--- config.mk ---
export PLATFORM = sky130hd
export DESIGN_NAME = stream_byte_decode
export DESIGN_NICKNAME = d
export VERILOG_FILES = /design/src/rtl/kyber_decode_pkg.sv /design/src/rtl/decode_bit_buffer.sv /design/src/rtl/stream_byte_decode.sv
export SDC_FILE = /design/constraint.sdc
export NUM_CORES = 1
export LEC_CHECK = 0
export BUFFER_PORTS_ARGS = -buffer_cell sky130_fd_sc_hd__buf_2
export CAP_MARGIN = 30
export CORE_AREA = 2 2 71 90
export DETAILED_ROUTE_END_ITERATION = 12
export DIE_AREA = 0 0 73 92
export GPL_TIMING_DRIVEN = 0
export PLACE_DENSITY = 0.82
export REMOVE_ABC_BUFFERS = 1
export SLEW_MARGIN = 20
export SYNTH_ARGS = -nofsm -noshare
export SYNTH_HDL_FRONTEND = slang
export SYNTH_SLANG_ARGS = --single-unit
--- constraint.sdc ---
create_clock -name clk -period 7 [get_ports clk]
set_clock_uncertainty 0.2 [all_clocks]
set_input_delay 2.1 -clock clk [delete_from_list [all_inputs] [get_ports clk]]
set_output_delay 2.1 -clock clk [all_outputs]
set_load 0.02 [all_outputs]
--- src/rtl/kyber_decode_pkg.sv ---
// Shared definitions for the Kyber ByteDecode_d streaming unpacker.
//   KYBER_Q / KYBER_N : ring modulus and polynomial length
//   BYTE_CNT_W        : width of the per-polynomial byte counter (32*12 = 384 bytes max)
//   state_t           : control FSM states
//   ell_is_legal()    : coefficient widths the decoder accepts
package kyber_decode_pkg;

  localparam int KYBER_Q    = 3329;
  localparam int KYBER_N    = 256;
  localparam int BYTE_CNT_W = 9;

  typedef enum logic {
    ST_IDLE = 1'b0,
    ST_RUN  = 1'b1
  } state_t;

  function automatic logic ell_is_legal(input logic [3:0] ell);
    case (ell)
      4'd1, 4'd4, 4'd5, 4'd10, 4'd11, 4'd12: return 1'b1;
      default:                               return 1'b0;
    endcase
  endfunction

endpackage

--- src/rtl/decode_bit_buffer.sv ---
// Bit accumulator for the byte-to-coefficient unpacker.
// Bytes are appended above the cnt valid bits (LSB-first order); a pop removes
// the low ell bits. Push and pop can happen together: the byte then lands at
// cnt - ell. The caller guarantees a push only when cnt + 8 <= ACC_W.
// Ports:
//   clk, rst_n  : clock, async active-low reset (clears acc and cnt)
//   clear       : synchronous flush at the start of a polynomial
//   push        : append byte_data
//   byte_data   : incoming byte
//   pop         : drop the low ell bits
//   ell         : current coefficient width
//   cnt         : number of valid bits held
//   field       : acc[ell-1:0], zero-extended to MAX_ELL bits
module decode_bit_buffer #(
  parameter  int MAX_ELL = 12,
  localparam int ACC_W   = MAX_ELL + 7,
  localparam int CNT_W   = $clog2(ACC_W + 1)
) (
  input  logic               clk,
  input  logic               rst_n,
  input  logic               clear,
  input  logic               push,
  input  logic [7:0]         byte_data,
  input  logic               pop,
  input  logic [3:0]         ell,
  output logic [CNT_W-1:0]   cnt,
  output logic [MAX_ELL-1:0] field
);

  logic [ACC_W-1:0] acc, acc_pop, acc_next;
  logic [CNT_W-1:0] cnt_pop, cnt_next;

  // Bits above cnt are always zero, so OR-ing the shifted byte is an append.
  always_comb begin
    acc_pop  = pop ? (acc >> ell) : acc;
    cnt_pop  = pop ? (cnt - CNT_W'(ell)) : cnt;
    acc_next = acc_pop;
    cnt_next = cnt_pop;
    if (push) begin
      acc_next = acc_pop | (ACC_W'(byte_data) << cnt_pop);
      cnt_next = cnt_pop + CNT_W'(8);
    end
  end

  always_ff @(posedge clk or negedge rst_n) begin
    if (!rst_n) begin
      acc <= '0;
      cnt <= '0;
    end else if (clear) begin
      acc <= '0;
      cnt <= '0;
    end else begin
      acc <= acc_next;
      cnt <= cnt_next;
    end
  end

  assign field = acc[MAX_ELL-1:0] & ~({MAX_ELL{1'b1}} << ell);

endmodule

--- src/rtl/stream_byte_decode.sv ---
// Streaming ByteDecode_d: consumes 32*d bytes LSB-first and emits NUM_COEFFS
// d-bit coefficients, one per coeff_valid_o/coeff_ready_i handshake.
// Optional feature macro: DECODE_MODQ_EN -- for d=12, raw values >= KYBER_Q are
// reduced by one subtraction and flagged on modq_flag_o; otherwise the flag is 0.
// Ports:
//   clk, rst_n          : clock, async active-low reset
//   start_i, ell_i      : begin a polynomial with width ell_i (latched)
//   busy_o              : polynomial in progress
//   cfg_err_o           : 1-cycle pulse after a start with an illegal width
//   in_data_i/valid/ready : byte input stream
//   coeff_o/valid/ready : coefficient output stream, coeff_o zero-extended
//   coeff_last_o        : marks coefficient NUM_COEFFS-1
//   modq_flag_o         : coefficient was reduced mod q
module stream_byte_decode
  import kyber_decode_pkg::*;
#(
  parameter int MAX_ELL    = 12,
  parameter int NUM_COEFFS = 256,
  parameter int KYBER_Q    = kyber_decode_pkg::KYBER_Q
) (
  input  logic               clk,
  input  logic               rst_n,
  input  logic               start_i,
  input  logic [3:0]         ell_i,
  output logic               busy_o,
  output logic               cfg_err_o,
  input  logic [7:0]         in_data_i,
  input  logic               in_valid_i,
  output logic               in_ready_o,
  output logic [MAX_ELL-1:0] coeff_o,
  output logic               coeff_valid_o,
  input  logic               coeff_ready_i,
  output logic               coeff_last_o,
  output logic               modq_flag_o
);

  localparam int ACC_W = MAX_ELL + 7;
  localparam int CNT_W = $clog2(ACC_W + 1);
  localparam int CC_W  = $clog2(NUM_COEFFS);

  // A single conditional subtract only reduces fully when 2^MAX_ELL < 2*q.
  if (2 * KYBER_Q <= (1 << MAX_ELL)) begin : g_q_check
    $error("KYBER_Q too small for a single conditional subtract at MAX_ELL");
  end

  state_t                state, state_next;
  logic [3:0]            ell_q;
  logic [BYTE_CNT_W-1:0] bytes_taken;
  logic [CC_W-1:0]       coeff_idx;
  logic                  cfg_err_q;
  logic [CNT_W-1:0]      cnt;
  logic [MAX_ELL-1:0]    field;
  logic                  ell_ok, start_ok, start_bad;
  logic                  room, bytes_left, push, pop, is_last, last_pop;

  assign ell_ok    = ell_is_legal(ell_i) && (int'(ell_i) <= MAX_ELL);
  assign start_ok  = start_i && (state == ST_IDLE) && ell_ok;
  assign start_bad = start_i && (state == ST_IDLE) && !ell_ok;

  // Ready and valid are functions of registered state only.
  assign room          = (int'(cnt) + 8 <= ACC_W);
  assign bytes_left    = bytes_taken < (BYTE_CNT_W'(ell_q) << 5);
  assign in_ready_o    = (state == ST_RUN) && room && bytes_left;
  assign coeff_valid_o = (state == ST_RUN) && (cnt >= CNT_W'(ell_q));
  assign push          = in_valid_i && in_ready_o;
  assign pop           = coeff_valid_o && coeff_ready_i;
  assign is_last       = (coeff_idx == CC_W'(NUM_COEFFS - 1));
  assign last_pop      = pop && is_last;
  assign coeff_last_o  = coeff_valid_o && is_last;
  assign busy_o        = (state == ST_RUN);
  assign cfg_err_o     = cfg_err_q;

  always_comb begin
    state_next = state;
    case (state)
      ST_IDLE: if (start_ok) state_next = ST_RUN;
      ST_RUN:  if (last_pop) state_next = ST_IDLE;
      default: state_next = ST_IDLE;
    endcase
  end

  always_ff @(posedge clk or negedge rst_n) begin
    if (!rst_n) begin
      state       <= ST_IDLE;
      ell_q       <= '0;
      bytes_taken <= '0;
      coeff_idx   <= '0;
      cfg_err_q   <= 1'b0;
    end else begin
      state     <= state_next;
      cfg_err_q <= start_bad;
      if (start_ok) begin
        ell_q       <= ell_i;
        bytes_taken <= '0;
        coeff_idx   <= '0;
      end else begin
        if (push) bytes_taken <= bytes_taken + BYTE_CNT_W'(1);
        if (pop)  coeff_idx   <= coeff_idx + CC_W'(1);
      end
    end
  end

  decode_bit_buffer #(
    .MAX_ELL (MAX_ELL)
  ) u_buf (
    .clk       (clk),
    .rst_n     (rst_n),
    .clear     (start_ok),
    .push      (push),
    .byte_data (in_data_i),
    .pop       (pop),
    .ell       (ell_q),
    .cnt       (cnt),
    .field     (field)
  );

`ifdef DECODE_MODQ_EN
  logic over_q;
  assign over_q      = (ell_q == 4'd12) && (int'(field) >= KYBER_Q);
  assign coeff_o     = over_q ? MAX_ELL'(int'(field) - KYBER_Q) : field;
  assign modq_flag_o = coeff_valid_o && over_q;
`else
  assign coeff_o     = field;
  assign modq_flag_o = 1'b0;
`endif

endmodule

After elaboration in Yosys (flattened, before gate mapping)
Index checks and enable logic that the tools add are counted.

storage, ports and cells
  output and inout bits = 18
  bits in registers = 47

operators by class
  order comparisons = 4
  equality and inequality tests = 7
  muxes and demuxes = 14
  $add $sub $neg = 5
  reduce and logical (&&, ||, !) cells = 15
  shift operators = 3
  bitwise logic cells = 4

operator list
  cell                                                                   number
  19-bit 2-to-1 mux                                                      3
  19-bit OR                                                              1
  8-bit by 5-bit left shift with 19-bit output                           1
  19-bit by 4-bit >> shifter with 19-bit output                          1
  9-bit 2-to-1 mux                                                       2
  8-bit 2-to-1 mux                                                       2
  5-bit 2-to-1 mux                                                       3
  12-bit bitwise AND                                                     1
  4-bit == test, second input constant                                   3
  12-bit inverter                                                        1
  12-bit by 4-bit left shift with 12-bit output, first input constant    1
  1-bit logical AND                                                      11
  9-bit by 1-bit adder with 9-bit output, second input constant          1
  9-bit < comparator                                                     1
  8-bit by 1-bit adder with 8-bit output, second input constant          1
  4-bit by 3-bit == test with 1-bit output, second input constant        2
  8-bit == test, second input constant                                   1
  5-bit by 4-bit adder with 6-bit output, second input constant          1
  6-bit by 5-bit <= comparator with 1-bit output, second input constant  1
  6-bit OR reduction                                                     1
  5-bit by 4-bit adder with 5-bit output, second input constant          1
  5-bit by 4-bit >= comparator with 1-bit output                         1
  5-bit by 4-bit subtractor with 5-bit output                            1
  4-bit by 1-bit == test with 1-bit output, second input constant        1
  other kinds (6)                                                        9

Logic depth before layout (Yosys ltp)
Gate-level depths: netlist of run 1.

  depth in word-level cells = 8
  gate-level depth with buffers = 14
  mapped depth without buffers = 12

Hierarchy
A second synthesis of run 1 with hierarchy kept.

second synthesis, totals
  cell total of the unflattened synthesis = 486
  area, all modules = 4327.9 µm²

by module, submodules not included
  module              area an instance (µm²)  times used  cells an instance
  decode_bit_buffer   2650.0                  1           314
  stream_byte_decode  1677.9                  1           172

Worst setup path after synthesis of run 1
Ideal clock, no wire load.

  path kind = register -> output
  start point = register ell_q[1]
  end point = output coeff_last_o
  data arrival time = 2.428 ns
  path slack = 2.272 ns
  data required time = 4.700 ns
  buffers on the path = 2
  cell stages (with the launch flop) = 9
  path through = dfrtp_1 clkbuf_1 clkinv_1 clkbuf_1 ha_1 nand2b_1 a21oi_2 nor2_1 nor3b_1

on the way
  cells in the longest elaborated chain, start to end = 3

ends and longest elaborated chain
  what                                            line                      RTL
  start, declared                                 stream_byte_decode.sv:47  logic [3:0] ell_q;
  start signal, assigned                          stream_byte_decode.sv:93  ell_q <= ell_i;
  5-bit by 4-bit >= comparator with 1-bit output  stream_byte_decode.sv:64  assign coeff_valid_o = (state == ST_RUN) && (cnt >= CNT_W'(ell_q));
  1-bit logical AND                               stream_byte_decode.sv:64
  1-bit logical AND                               stream_byte_decode.sv:69  assign coeff_last_o = coeff_valid_o && is_last;
  end, declared                                   stream_byte_decode.sv:33  output logic coeff_last_o,

Every way passes these cells.

Worst setup path after layout of run 1
Ends and elaborated chain as after synthesis.

==> results.md, run 1 <==
* Status: finished, final reports clean
* Min Clock Period, post-route at 5.87 ns
* Buffers on Ports at 33
* Placeable core region at around 0.006 mm²
* Number of placement rows at 32
* First-pass GRT wire length at 16.1 mm
* Residual overflow from global routing at 0
* Placed Cells incl. Taps at 527
* Total negative setup slack at 0 ns
* Number of synthesized flops with an enable pin at 0
* Antenna violations before repair at 0
* Number of vias per cell after detailed routing at 6.62
* Number of remaining DRC errors at 0
* Count of instances resized after the clock tree is built at 0
* Actual slew at the worst max-slew pin at 0.959 ns
* Wire length after detailed routing at around 9.6 mm
* Post-detailed-placement half-perimeter wirelength at ~7 mm
* Width of the die at ~73 µm
* Startpoint-to-endpoint class of the critical path: reg -> out
* Instance area at placement at ~0.0039 mm²
* Largest net degree at the start of global routing at between 40 and 50
* CP Launch Type: flop
* Predominant post-synthesis flop cell: sky130_fd_sc_hd__dfrtp_1
* Weighted congestion reported at the end of routability-driven placement at between 0.8 and 0.9
* Root buffer selected by CTS: sky130_fd_sc_hd__clkbuf_8
* Hold violation total from the final report at 0
* Worst R2R Start: ell_q[1]$_DFFE_PN0P_
* Maximum Capacitance Violations at 0
* Vias post-DR at 3550
* Critical path launch point: ell_q[1]$_DFFE_PN0P_
* Number of nets in the finished design at a little under 500
* Violation count after the first detailed-routing iteration at between 400 and 500
* CTS clk-pin slew, worst paths at 0.10 ns
* Count of nets left with antenna violations after detail routing at 0
* Number of CTS-inserted buffers at 5
* FF+latch count, synth at 47
* Average detailed-routed wire length per instance at between 15 and 20 µm
* DIE AREA at approximately 0.0067 mm²
* Final instance count without filler cells at around 540
* Max-slew headroom at the worst pin at between 30% and 40%
* Mean post-synth cell area at a little over 8 µm²
* Syn. warnings at 0
* Post-synthesis instance total at between 400 and 500
* Effective utilization at floorplan at approximately three fifths
* Filler instances at 500
* ANT cells at 0
* Setup repair after global routing missed its margin: no
* Endpoint type of the worst setup path: output pin
* Layout Utilization at about two thirds
* Data arrival time of the critical path at around 3.6 ns
* Number of top-level design ports at 35
* Clock tree from TritonCTS: done
* Largest fanout on the critical path at 27
* Library cell contributing the largest single delay on the critical path: sky130_fd_sc_hd__dfrtp_1
* Via count of the first global-routing pass at about 3400
* Req. time, crit path at between 4 and 5 ns
* Async S/R FF share, synth at 100%
* Sequential area share after synthesis at around a third
* TritonCTS sink count at 47
* Number of buffers added to fix hold violations after cts at 0
* Area growth from synthesis to layout at 8.48%
* Gr usage total at between 30% and 40%
* Count of endpoints failing setup in the final report at 0
* Cell area after synthesis at around 0.0037 mm²
* Max frequency at 170 MHz
* Max Root-Sink Buffers at 2
* Fraction of final layout cells sized beyond drive strength 1 at roughly 15%
* Die boundary height at between 90 and 100 µm
* Design Area, Final at 0.00400 mm²
* Distinct cell type count after synthesis at between 60 and 70
* Slowest stage delay, CP at 0.90 ns
* Tcrit/Tclk final at roughly 84%
* Tightest Hold Check Type: reg -> reg
* Number of buffers inserted to repair setup after CTS at 0
* Worst hold start: coeff_idx[6]$_DFFE_PN0P_
* Detailed-router iteration count before antenna repair at 5
* Cell-by-cell listing of the critical path: clkinv_1, ha_1, nand2b_1, a21oi_2, nor2_1, nor3b_1, buf_2
* H-Tree Level Count at 2
* Skew-Pair Late Insertion Delay at between 0.3 and 0.4 ns
* Final max-slew violation count at 0
[cell usage in the layout (no fill, tap or decap), types with 6 or more instances in the layout]
cell type,count
sky130_fd_sc_hd__mux2_2,10
sky130_fd_sc_hd__mux2i_1,26
sky130_fd_sc_hd__and3_1,10
sky130_fd_sc_hd__nor2_1,59
sky130_fd_sc_hd__dfrtp_1,46
sky130_fd_sc_hd__a211oi_1,9
sky130_fd_sc_hd__o22ai_1,13
sky130_fd_sc_hd__buf_2,33
sky130_fd_sc_hd__nand3_1,15
sky130_fd_sc_hd__o21ai_0,34
sky130_fd_sc_hd__ha_1,10
sky130_fd_sc_hd__xor2_1,11
sky130_fd_sc_hd__nand2_1,54
sky130_fd_sc_hd__nand2b_1,6
sky130_fd_sc_hd__nor2b_1,7
sky130_fd_sc_hd__a21oi_1,27
[final timing paths]
path / slack [ns] / end / cells after the start
max reg2reg: 1.75 / u_buf.acc[9]$_DFF_PN0_ / 10
min reg2reg: 0.35 / coeff_idx[6]$_DFFE_PN0P_ / 2
max: 1.13 / coeff_last_o / 7
max in group asynchronous: 4.57 / u_buf.acc[9]$_DFF_PN0_ / 2
min: 0.35 / coeff_idx[6]$_DFFE_PN0P_ / 2
min in group asynchronous: 1.53 / coeff_idx[6]$_DFFE_PN0P_ / 1
[state kept, by name, indices dropped and copies added, names as in the netlist]
name and cells:
u_buf.cnt 5, u_buf.acc 19, busy_o 1, cfg_err_o 1, ell_q 4, coeff_idx 8
bytes_taken 9
[metal layers]
layer	global-route usage (%)	share of wire, %
met2	54.3	52
met5	0	0
met1	36.9	40
met3	4.51	5.4
met4	10.6	2.6
[cell type report]
cell class	instances	area (µm²)	share of cell area, %
multi-input cells	368	2360	59.1
flip-flops and latches	47	1180	29.4
repair buffers	37	228	5.69
well taps	68	85.1	2.13
clock buffers	5	68.8	1.72
clock inverters	3	47.5	1.19
inverters	8	30.0	0.751
[synthesized netlist by cell type (3+ instances only)]
master | count | area (µm²)
sky130_fd_sc_hd__o22ai_1 | 13 | 81.3
sky130_fd_sc_hd__buf_1 | 5 | 18.8
sky130_fd_sc_hd__xor2_1 | 11 | 96.3
sky130_fd_sc_hd__mux2_2 | 10 | 113
sky130_fd_sc_hd__inv_1 | 5 | 18.8
sky130_fd_sc_hd__nand3_1 | 15 | 75.1
sky130_fd_sc_hd__buf_4 | 3 | 22.5
sky130_fd_sc_hd__o21ai_0 | 34 | 170
sky130_fd_sc_hd__nor2b_1 | 7 | 43.8
sky130_fd_sc_hd__a21boi_0 | 3 | 22.5
sky130_fd_sc_hd__a211oi_1 | 9 | 67.6
sky130_fd_sc_hd__and3_1 | 10 | 62.6
sky130_fd_sc_hd__nor3_1 | 3 | 15.0
sky130_fd_sc_hd__nor2_1 | 59 | 221
sky130_fd_sc_hd__a21oi_1 | 27 | 135
sky130_fd_sc_hd__nand4_1 | 5 | 31.3
sky130_fd_sc_hd__o221ai_1 | 4 | 35.0
sky130_fd_sc_hd__a31oi_1 | 4 | 25.0
sky130_fd_sc_hd__xnor2_1 | 5 | 43.8
sky130_fd_sc_hd__ha_1 | 10 | 125
sky130_fd_sc_hd__and2_1 | 4 | 25.0
sky130_fd_sc_hd__clkbuf_1 | 15 | 56.3
sky130_fd_sc_hd__nor3b_1 | 3 | 22.5
sky130_fd_sc_hd__o211ai_1 | 4 | 30.0
sky130_fd_sc_hd__nand2_1 | 54 | 203
sky130_fd_sc_hd__dfrtp_1 | 47 | 1180
sky130_fd_sc_hd__mux2i_1 | 26 | 260
sky130_fd_sc_hd__a221oi_1 | 4 | 35.0
sky130_fd_sc_hd__nand2b_1 | 6 | 37.5
[metrics by stage]
stage / hold slack [ns] / setup WS [ns]
6_report: 0.353 / 1.13
5_1_grt: 0.373 / 0.949
4_1_cts: 0.356 / 1.13
3_5_place_dp: 0.333 / 1.50
3_3_place_gp: 0.322 / 1.61
2_1_floorplan: 0.298 / 2.01
[worst max-delay path: cells and delay by family (launching register included)]
family | cells | cell delay, ns
DFF | 1 | 0.90
buffers and inverters | 2 | 1.05
and+or+nand+nor | 3 | 0.41
AOI/OAI and AO/OA | 1 | 0.28
adders and majority gates | 1 | 0.60
[cell families (layout without fill, tap and decap cells)]
| logic type | Yosys count | count (layout) | synth area share (%) |
|---|---|---|---|
| AO/OA/AOI/OAI | 125 | 125 | 22.0 |
| XOR/XNOR | 16 | 16 | 3.80 |
| adder cells (fa/ha/maj) | 11 | 11 | 3.94 |
| buffers and inverters | 34 | 53 | 4.04 |
| flip-flops | 47 | 47 | 31.9 |
| multiplexers | 41 | 41 | 12.7 |
| other | 1 | 1 | 0.102 |
| AND/OR/NAND/NOR | 174 | 174 | 21.5 |
Power of run 1 is left out: the tool's default activity adds up to more than one toggle a clock period on the data nets, which glitch-free logic cannot reach.
==> inputs of run 2 (changes only) <==
- CORE_AREA: 2 2 71 90 -> 2 2 77 98
- DIE_AREA: 0 0 73 92 -> 0 0 79 100
- PLACE_DENSITY: 0.82 -> 0.73
- clock period: 7 -> 5 ns (I/O delays scaled with it)
==> results.md, run 2 (synthesis results as in run 1) <==
* Power Density at between 800 and 900 mW/mm²
* DIE AREA at 0.00790 mm² (+18%)
* Number of top-level design ports at 35 (unchanged)
* Placeable core region at 0.00709 mm² (+19%)
* Data arrival time of the critical path at 2.98 ns (-0.59 ns)
* Average detailed-routed wire length per instance at 17.6 µm (-1.6%)
* Final max-slew violation count at 0 (unchanged)
* Weighted congestion reported at the end of routability-driven placement at 0.920 (+6.2%)
* Wire length after detailed routing at 9.84 mm (+2.8%)
* Most used routing layer in global routing: met2
* Met2 Use GR at 47.3% (-7.0 points)
* Effective utilization at floorplan at 52.0% (-9.8 points)
* Detailed-router iteration count before antenna repair at 5 (unchanged)
* Number of buffers inserted to repair setup after CTS at 0 (unchanged)
* Placed Cells incl. Taps at 551 (+4.6%)
* Total negative setup slack at 0 ns (unchanged)
* Number of remaining DRC errors at 0 (unchanged)
* Buffers on Ports at 33 (unchanged)
* Tcrit/Tclk final at between 90 and 100%
* Gr usage total at 25.8% (-4.8 points)
* First-pass GRT wire length at 16.3 mm (+1.1%)
* Min Clock Period, post-route at 4.68 ns
* Top Registers: u_buf.acc x19, bytes_taken x9, coeff_idx x8
* Req. time, crit path at 3.30 ns (-1.40 ns)
* Count of nets left with antenna violations after detail routing at 0 (unchanged)
* Via count of the first global-routing pass at 3382 (-0.29%)
* Final hold slack at 0.354 ns (+0.00155 ns)
* CP Launch Type: flop
* Actual slew at the worst max-slew pin at 0.827 ns (-0.131 ns)
* Number of CTS-inserted buffers at 5 (unchanged)
* Die boundary height at 100 µm (+8.7%)
* TritonCTS sink count at 47 (unchanged)
* Antenna violations before repair at 0 (unchanged)
* Clock tree from TritonCTS: done
* PnR Total Power at 0.00328 W
* Tightest Hold Check Type: reg -> reg
* Largest fanout on the critical path at 31 (+15%)
* Max-slew headroom at the worst pin at 44.8% (+9.0 points)
* Design Area, Final at 0.00405 mm² (+1.3%)
* ANT cells at 0 (unchanged)
* Instance area at placement at 0.00391 mm² (+0.97%)
* Commonest cells after routing, fill and taps aside: sky130_fd_sc_hd__nor2_1 (59), sky130_fd_sc_hd__nand2_1 (54), sky130_fd_sc_hd__dfrtp_1 (44), sky130_fd_sc_hd__o21ai_0 (34), sky130_fd_sc_hd__buf_2 (33)
* Vias post-DR at 3500 (-1.4%)
* Number of nets in the finished design at 495 (unchanged)
* Number of placement rows at 35 (+9.4%)
* Met1 demand-to-capacity share in global routing at 31.9% (-4.9 points)
* Violation count after the first detailed-routing iteration at 326 (-19%)
* H-Tree Level Count at 2 (unchanged)
* Setup repair after global routing missed its margin: no
* Status: finished, final reports clean
* Endpoint type of the worst setup path: output pin
* Largest net degree at the start of global routing at 32 (-27%)
* Max frequency at 214 MHz
* Number of buffers added to fix hold violations after cts at 0 (unchanged)
* Width of the die at 79 µm (+8.2%)
* Hold violation total from the final report at 0 (unchanged)
* Area growth from synthesis to layout at 9.91%
* Root buffer selected by CTS: sky130_fd_sc_hd__clkbuf_8
* Residual overflow from global routing at 0 (unchanged)
* Max Root-Sink Buffers at 2 (unchanged)
* Max FFs per register at 19 (unchanged)
* Count of endpoints failing setup in the final report at 0 (unchanged)
* Max rail drop VDD at around 0.40 mV
* CTS clk-pin slew, worst paths at 0.10 ns (about the same)
* Post-detailed-placement half-perimeter wirelength at 7.15 mm (+2.8%)
* GRT met3 Usage at 3.15% (-1.4 points)
* Maximum Capacitance Violations at 0 (unchanged)
* Number of vias per cell after detailed routing at 6.25 (-5.6%)
* Most common cell after layout, fill and taps aside: sky130_fd_sc_hd__nor2_1
* Register bank with the most flops: u_buf.acc
* Startpoint-to-endpoint class of the critical path: reg -> out
* Fraction of final layout cells sized beyond drive strength 1 at 15.4% (+0.64 points)
* Leakage power figure at around 1.8 nW
* Final instance count without filler cells at 560 (+4.5%)
* Skew-Pair Late Insertion Delay at 0.31 ns (about the same)
==> run 2: power by group <==
group | leakage [nW] | switching, W | total, W | internal, W
Sequential | 0.591 | 0.000284 | 0.000813 | 0.000529
Clock | 0.0548 | 0.000140 | 0.000291 | 0.000151
Combinational | 1.14 | 0.00131 | 0.00217 | 0.000866
Total | 1.78 | 0.00173 | 0.00328 | 0.00155
==> run 2: layout make-up <==
class / count / area, µm²
well taps: 92 / 115
repair buffers: 37 / 248
multi-input cells: 368 / 2360
clock inverters: 3 / 46.3
inverters: 8 / 31.3
fillers: 660 / 3040
flip-flops and latches: 47 / 1180
clock buffers: 5 / 68.8
==> run 2: final timing paths <==
| kind | cells after the start | from | to | slack (ns) |
|---|---|---|---|---|
| setup / recovery | 7 | ell_q[3]$_DFFE_PN0P_ | coeff_last_o | 0.32 |
| hold / removal | 2 | coeff_idx[7]$_DFFE_PN0P_ | coeff_idx[7]$_DFFE_PN0P_ | 0.35 |
| setup reg to reg | 11 | ell_q[2]$_DFFE_PN0P_ | u_buf.acc[5]$_DFF_PN0_ | 0.43 |
| hold reg to reg | 2 | coeff_idx[7]$_DFFE_PN0P_ | coeff_idx[7]$_DFFE_PN0P_ | 0.35 |
| max in group asynchronous | 2 | rst_n | u_buf.cnt[3]$_DFF_PN0_ | 3.10 |
| min in group asynchronous | 1 | rst_n | ell_q[2]$_DFFE_PN0P_ | 0.96 |
==> run 2: timing repair <==
item | 4_1_cts | 5_1_grt
endpoints found under the hold margin | 0 | 0
resized for setup | 2 | 1
setup endpoints to repair | 13 | 3
==> run 2: metal layers <==
metal  vias up  routed length, µm
li1       1668                  -
met1      1675               3920
met2       133               5160
met3        24                549
met4         0                216
met5         -                  0
==> run 2: worst max-delay path: stages (launching register included) <==
cell and delay (ns):
sky130_fd_sc_hd__dfrtp_2 0.72, sky130_fd_sc_hd__clkinv_1 0.53, sky130_fd_sc_hd__ha_1 0.53, sky130_fd_sc_hd__o21ai_1 0.10, sky130_fd_sc_hd__a21oi_2 0.26, sky130_fd_sc_hd__nor2_1 0.14, sky130_fd_sc_hd__nor3b_1 0.19, sky130_fd_sc_hd__buf_2 0.19
==> run 2: through the flow <==
step                setup WS (ns)  util (%)
floorplan                   0.609         -
global placement           -0.221      54.3
detailed placement         -0.174      55.1
CTS                         0.168      56.7
global route               0.0784      57.1
finish                      0.321      57.1
Power figures use the tool's default switching activity.
